<file path="src/rtl/cp0_regfile_pkg.sv">
// Shared CP0 definitions: register ids, exception codes, field positions and write masks.
package cp0_regfile_pkg;

   typedef logic [4:0] cprid_t;

   localparam cprid_t CP0_BADVADDR = 5'd8;
   localparam cprid_t CP0_COUNT    = 5'd9;
   localparam cprid_t CP0_COMPARE  = 5'd11;
   localparam cprid_t CP0_STATUS   = 5'd12;
   localparam cprid_t CP0_CAUSE    = 5'd13;
   localparam cprid_t CP0_EPC      = 5'd14;

   localparam logic [4:0] EXC_INT  = 5'd0;
   localparam logic [4:0] EXC_ADEL = 5'd4;
   localparam logic [4:0] EXC_ADES = 5'd5;
   localparam logic [4:0] EXC_SYS  = 5'd8;
   localparam logic [4:0] EXC_BP   = 5'd9;
   localparam logic [4:0] EXC_RI   = 5'd10;
   localparam logic [4:0] EXC_OV   = 5'd12;

   localparam int unsigned ST_IE  = 0;
   localparam int unsigned ST_EXL = 1;
   localparam int unsigned ST_BEV = 22;
   localparam int unsigned CA_BD  = 31;
   localparam int unsigned CA_TI  = 30;

   localparam logic [31:0] STATUS_WMASK = 32'h0000_FF03;
   localparam logic [31:0] STATUS_FIXED = 32'h0040_0000;
   localparam logic [31:0] CAUSE_WMASK  = 32'h0000_0300;

endpackage

</file>
<file path="src/rtl/cp0_timer.sv">
// CP0 Count/Compare timer with optional divide-by-two and sticky timer interrupt.
module cp0_timer #(
   parameter int unsigned COUNT_DIV = 2
) (
   input  logic        i_clk,
   input  logic        i_resetn,
   input  logic        i_count_we,
   input  logic        i_compare_we,
   input  logic        i_ti_clr,
   input  logic [31:0] i_wdata,
   output logic [31:0] o_count,
   output logic [31:0] o_compare,
   output logic        o_ti
);

   logic        r_tick;
   logic [31:0] r_count;
   logic [31:0] r_compare;
   logic        r_ti;

   always_ff @(posedge i_clk or negedge i_resetn) begin
      if (!i_resetn) begin
         r_tick    <= 1'b0;
         r_count   <= 32'd0;
         r_compare <= 32'd0;
         r_ti      <= 1'b0;
      end else begin
         r_tick <= (COUNT_DIV == 1) ? 1'b1 : ~r_tick;
         if (i_count_we) begin
            r_count <= i_wdata;
         end else if (r_tick) begin
            r_count <= r_count + 32'd1;
         end
         if (i_compare_we) begin
            r_compare <= i_wdata;
         end
         // Clear from a Compare write beats a same-cycle match.
         if (i_ti_clr) begin
            r_ti <= 1'b0;
         end else if (r_count == r_compare) begin
            r_ti <= 1'b1;
         end
      end
   end

   assign o_count   = r_count;
   assign o_compare = r_compare;
   assign o_ti      = r_ti;

endmodule

</file>
<file path="src/rtl/cp0_regfile.sv">
// CP0 register file: MTC0 writes, exception/ERET bookkeeping, bypassed reads and interrupt request.
module cp0_regfile
   import cp0_regfile_pkg::*;
#(
   parameter int unsigned COUNT_DIV = 2
) (
   input  logic        i_clk,
   input  logic        i_resetn,
   input  logic [4:0]  i_rid,
   output logic [31:0] o_rdata,
   input  logic        i_wen,
   input  logic [4:0]  i_wid,
   input  logic [31:0] i_wdata,
   input  logic        i_exc_valid,
   input  logic [4:0]  i_exc_code,
   input  logic [31:0] i_exc_pc,
   input  logic        i_exc_bd,
   input  logic        i_exc_badv_we,
   input  logic [31:0] i_exc_badvaddr,
   input  logic        i_eret,
   input  logic [5:0]  i_ext_int,
   output logic        o_int_pending,
   output logic [31:0] o_epc,
   output logic        o_exl
);

   logic [31:0] r_badvaddr;
   logic [31:0] r_status;
   logic [31:0] r_epc;
   logic        r_cause_bd;
   logic [4:0]  r_cause_exc;
   logic [1:0]  r_ip_sw;
   logic [5:0]  r_ip_hw;

   logic [31:0] w_count;
   logic [31:0] w_compare;
   logic        w_ti;
   logic [31:0] w_status;
   logic [31:0] w_cause;
   logic [7:0]  w_ip;
   logic [31:0] w_cur;
   logic        w_wr_status;
   logic        w_wr_cause;
   logic        w_wr_epc;
   logic        w_wr_count;
   logic        w_wr_compare;

   assign w_wr_status  = i_wen && (i_wid == CP0_STATUS);
   assign w_wr_cause   = i_wen && (i_wid == CP0_CAUSE);
   assign w_wr_epc     = i_wen && (i_wid == CP0_EPC);
   assign w_wr_count   = i_wen && (i_wid == CP0_COUNT);
   assign w_wr_compare = i_wen && (i_wid == CP0_COMPARE);

   cp0_timer #(
      .COUNT_DIV (COUNT_DIV)
   ) u_timer (
      .i_clk        (i_clk),
      .i_resetn     (i_resetn),
      .i_count_we   (w_wr_count),
      .i_compare_we (w_wr_compare),
      .i_ti_clr     (w_wr_compare),
      .i_wdata      (i_wdata),
      .o_count      (w_count),
      .o_compare    (w_compare),
      .o_ti         (w_ti)
   );

   // r_status only ever holds writable bits; BEV is stitched in on read.
   assign w_status = (r_status & STATUS_WMASK) | STATUS_FIXED;
   assign w_ip     = {r_ip_hw[5] | w_ti, r_ip_hw[4:0], r_ip_sw};
   assign w_cause  = {r_cause_bd, w_ti, 14'd0, w_ip, 1'b0, r_cause_exc, 2'b00};

   always_ff @(posedge i_clk or negedge i_resetn) begin
      if (!i_resetn) begin
         r_badvaddr  <= 32'd0;
         r_status    <= 32'd0;
         r_epc       <= 32'd0;
         r_cause_bd  <= 1'b0;
         r_cause_exc <= 5'd0;
         r_ip_sw     <= 2'd0;
         r_ip_hw     <= 6'd0;
      end else begin
         r_ip_hw <= i_ext_int;
         if (w_wr_cause) begin
            r_ip_sw <= i_wdata[9:8];
         end
         if (i_exc_valid) begin
            r_cause_exc <= i_exc_code;
            if (i_exc_badv_we) begin
               r_badvaddr <= i_exc_badvaddr;
            end
            // Nested exceptions keep the original return point.
            if (!r_status[ST_EXL]) begin
               r_epc      <= i_exc_bd ? (i_exc_pc - 32'd4) : i_exc_pc;
               r_cause_bd <= i_exc_bd;
            end
            r_status[ST_EXL] <= 1'b1;
         end else if (i_eret) begin
            r_status[ST_EXL] <= 1'b0;
         end else begin
            if (w_wr_status) begin
               r_status <= i_wdata & STATUS_WMASK;
            end
            if (w_wr_epc) begin
               r_epc <= i_wdata;
            end
         end
      end
   end

   always_comb begin
      w_cur = 32'd0;
      unique case (i_rid)
         CP0_BADVADDR: w_cur = r_badvaddr;
         CP0_COUNT:    w_cur = w_count;
         CP0_COMPARE:  w_cur = w_compare;
         CP0_STATUS:   w_cur = w_status;
         CP0_CAUSE:    w_cur = w_cause;
         CP0_EPC:      w_cur = r_epc;
         default:      w_cur = 32'd0;
      endcase
   end

   always_comb begin
      o_rdata = w_cur;
      if (i_wen && (i_wid == i_rid)) begin
         unique case (i_rid)
            CP0_STATUS: o_rdata = (w_cur & ~STATUS_WMASK) | (i_wdata & STATUS_WMASK);
            CP0_CAUSE:  o_rdata = (w_cur & ~CAUSE_WMASK) | (i_wdata & CAUSE_WMASK);
            CP0_COUNT, CP0_COMPARE, CP0_EPC: o_rdata = i_wdata;
            default:    o_rdata = w_cur;
         endcase
      end
   end

   assign o_int_pending = w_status[ST_IE] & ~w_status[ST_EXL] & (|(w_status[15:8] & w_ip));
   assign o_epc         = r_epc;
   assign o_exl         = r_status[ST_EXL];

endmodule

</file>
<file path="config.mk">
export PLATFORM = sky130hd
export DESIGN_NAME = cp0_regfile
export DESIGN_NICKNAME = d
export VERILOG_FILES = /design/src/rtl/cp0_regfile_pkg.sv /design/src/rtl/cp0_timer.sv /design/src/rtl/cp0_regfile.sv
export SDC_FILE = /design/constraint.sdc
export NUM_CORES = 1
export LEC_CHECK = 0
export ABC_AREA = 1
export ABC_CLOCK_PERIOD_IN_PS = 4600
export BUFFER_PORTS_ARGS = -buffer_cell sky130_fd_sc_hd__buf_2
export CAP_MARGIN = 40
export CELL_PAD_IN_SITES_DETAIL_PLACEMENT = 1
export CELL_PAD_IN_SITES_GLOBAL_PLACEMENT = 2
export CORE_UTILIZATION = 35
export CTS_BUF_LIST = sky130_fd_sc_hd__clkbuf_4 sky130_fd_sc_hd__clkbuf_8
export DETAILED_ROUTE_END_ITERATION = 10
export PLACE_DENSITY = 0.85
export SKIP_LAST_GASP = 1
export SLEW_MARGIN = 15
export SYNTH_ARGS = -nofsm -noshare
export SYNTH_HDL_FRONTEND = slang
export SYNTH_SLANG_ARGS = --single-unit
</file>
<file path="constraint.sdc">
create_clock -name i_clk -period 4.6 [get_ports i_clk]
set_input_delay 0.69 -clock i_clk [delete_from_list [all_inputs] [get_ports i_clk]]
set_output_delay 0.69 -clock i_clk [all_outputs]
set_load 0.05 [all_outputs]
</file>
==> qor.yml <==
clkLatencyLatePin_ns: 0.47
worst_slack_ns: 1.00
hold_class: "input pin to async pin"
grt_setup_unrepaired: "no"
start_util_pct: 36.1
synth-main-ff-cell: "dfrtp_1"
synth.area.top_cells: "dfrtp_1 38%, nand2_1 17%, inv_1 6.0%"
critPathCaptureType: "output port"
finalInstanceArea_sq_mm: 0.0118
drtAntennaViolNets: 0
path_buf_inv: 5
syn-num-nets: 1566
start_kind: "input pin"
period_share_pct: 78.2
syn-cell-area_sq_mm: 0.0101
reg2reg_slack_ns: 2.54
p_leak_nw: 5.84
area_growth_pct: 16.9
cts_hold_buf: 0
tightestPinTransition_ns: 0.713
drc_errors: 0
worstPathArrival_ns: 2.91
n_antenna_cell: 0
synth_edf_count: 0
synthSimpleGateAreaFrac_pct: 30.4
grt_max_degree: 72
dr.pass1.iters: 5
setup_viol: 0
wirelength_mm: 42.0
grt_pass1_vias: 10600
cellPowerDensity_mw_per_mm2: 360
ctsResizeCount: 0
cp_slowest_cell: "inv_1"
final_common_cell: "nand2_1"
synthAdderAreaFrac_pct: 0.247
critical_path_peak_fanout: 29
io_buffers: 189
ir_drop_v: 0.000170
synth-compound-area-share_pct: 14.4
cts_buffers: 17
fin_total_pwr_mw: 4.26
status: "complete, no violations"
gr-usage-all-layers_pct: 29.2
gp_congestion: 0.883
drtIter0Drc: 862
worstPathCellList: "buf_2 > nor2_1 > inv_1 > nor2_2 > buf_4 > inv_1 > nor2_1 > nor3_1 > o21ai_0 > buf_2"
worst-path-stages: 10
nets: 1734
fin_cells: 1999
critPathRequiredTime_ns: 3.91
cts_tree: "built"
fin_tns_setup_ns: 0
clk_path_buf_depth: 2
num_rows: 61
numPlacedInstances: 1967
synth_top_family_by_area: "simple AND/OR/NAND/NOR gates"
drive_above_1_share_pct: 19.1
placed_area_sq_mm: 0.0114
clk_pin_slew_ns: 0.11
numClockSinks: 154
clock-root-buffer: "clkbuf_8"
yosysSeqAreaShare_pct: 38.0
grt_pass1_wl_mm: 63.9
antenna_found_initial: 0
ctsHtreeMaxLevel: 4
cts_setup_buffers: 0
cp_top_family: "buffers and inverters"
ys_seq_elements: 154
hpwl_mm: 32.8
die_area_sq_mm: 0.0296
yosysUniqueCellTypes: 45
routedWlPerCell_um: 21.0
max_freq_ghz: 0.278
final_cell_mix: "455 x nand2_1, 188 x buf_2, 163 x inv_1"
yosys.area.top_type: "dfrtp_1"
io_pins: 190
synth_xor_area_share_pct: 5.19
grt-ovfl-total: 0
vias_per_cell: 5.21
hold_violations: 0
synth_warnings: 0
routed-via-count: 10400
maxSlewViolCount: 0
slew_headroom_pct: 52.4
crit_type: "input pin to output port"
core_sq_mm: 0.0281
whs_ns: 0.101
clock_skew_ns: 0.0163
min_period_ns: 3.60
synthCells: 1440
max_stage_delay_ns: 0.38
r2r_cells: 7
die_x_um: 172
die_h_um: 172
max-cap-violations: 0
dp_worst_setup_slack_ns: 1.07
netlist.area_leader.share_pct: 38.0
postLayoutCoreUtil_pct: 42.1
async_flop_share_pct: 100
avgSynthCellArea_sq_um: 7.03
synth.area.mux_share_pct: 2.33
==> worst reg2reg max path, stage by stage, from the launching register on <==
cell and delay [ns]:
dfrtp_1 0.42, inv_1 0.17, nand2_1 0.13, nand2_2 0.40, inv_2 0.41, a21oi_1 0.26
o21ai_0 0.10, o21ai_0 0.08
==> flip-flops by register name (all words and copies together), names as in the netlist <==
register	count
o_epc	32
r_status	10
r_cause_exc	5
u_timer.o_count	32
r_ip_sw	2
r_cause_bd	1
r_ip_hw	6
r_badvaddr	32
u_timer.r_tick	1
u_timer.o_compare	32
u_timer.o_ti	1
==> cell families (layout without fill, tap and decap cells) <==
group	Yosys count	count (layout)
xor+xnor	60	60
fa+ha+maj	2	2
mux	21	21
buf+inv	227	408
compound gates	258	258
flops	154	154
simple gates	718	718
==> Yosys cell counts, types with 21 or more instances <==
cell type,n
a21oi_1,62
clkbuf_1,21
dfrtp_1,154
inv_1,163
mux2_2,21
nand2_1,456
nand3_1,50
nand4_1,25
nor2_1,137
o21ai_0,92
o21ai_1,26
o22ai_1,34
xnor2_1,22
xor2_1,38
==> path summary, 6_finish.rpt <==
kind	startpoint	end
max in group asynchronous	i_resetn	u_timer.o_compare[6]
worst max register to register	r_status[1]	o_epc[5]
min in group i_clk	i_ext_int[3]	r_ip_hw[3]
worst min-delay path	i_resetn	r_status[14]
worst min register to register	u_timer.o_compare[5]	u_timer.o_compare[5]
worst max-delay path	i_rid[1]	o_rdata[4]
==> cell type report <==
| type | instances | area [sq um] |
|---|---|---|
| timing repair buffer | 200 | 1100 |
| fill | 3741 | 16200 |
| sequential | 154 | 3850 |
| tap | 378 | 473 |
| multi-input combinational | 1059 | 5330 |
| clock inverter | 15 | 183 |
| clock buffer | 17 | 234 |
| inverter | 176 | 663 |
==> power breakdown <==
group,switching [mW],internal [mW],total (mW),leakage [nW]
registers,0.302,1.59,1.89,1.89
logic,0.826,0.396,1.22,3.75
clock network,0.642,0.508,1.15,0.203
==> metal layers <==
metal,vias to the layer above,wire length [um],GRT usage [%]
met4,0,608,6.50
met5,-,0,0
met3,36,2150,4.14
li1,4980,-,-
met2,293,18500,43.9
met1,5115,20800,43.8
(Power assumes the default switching activity.)
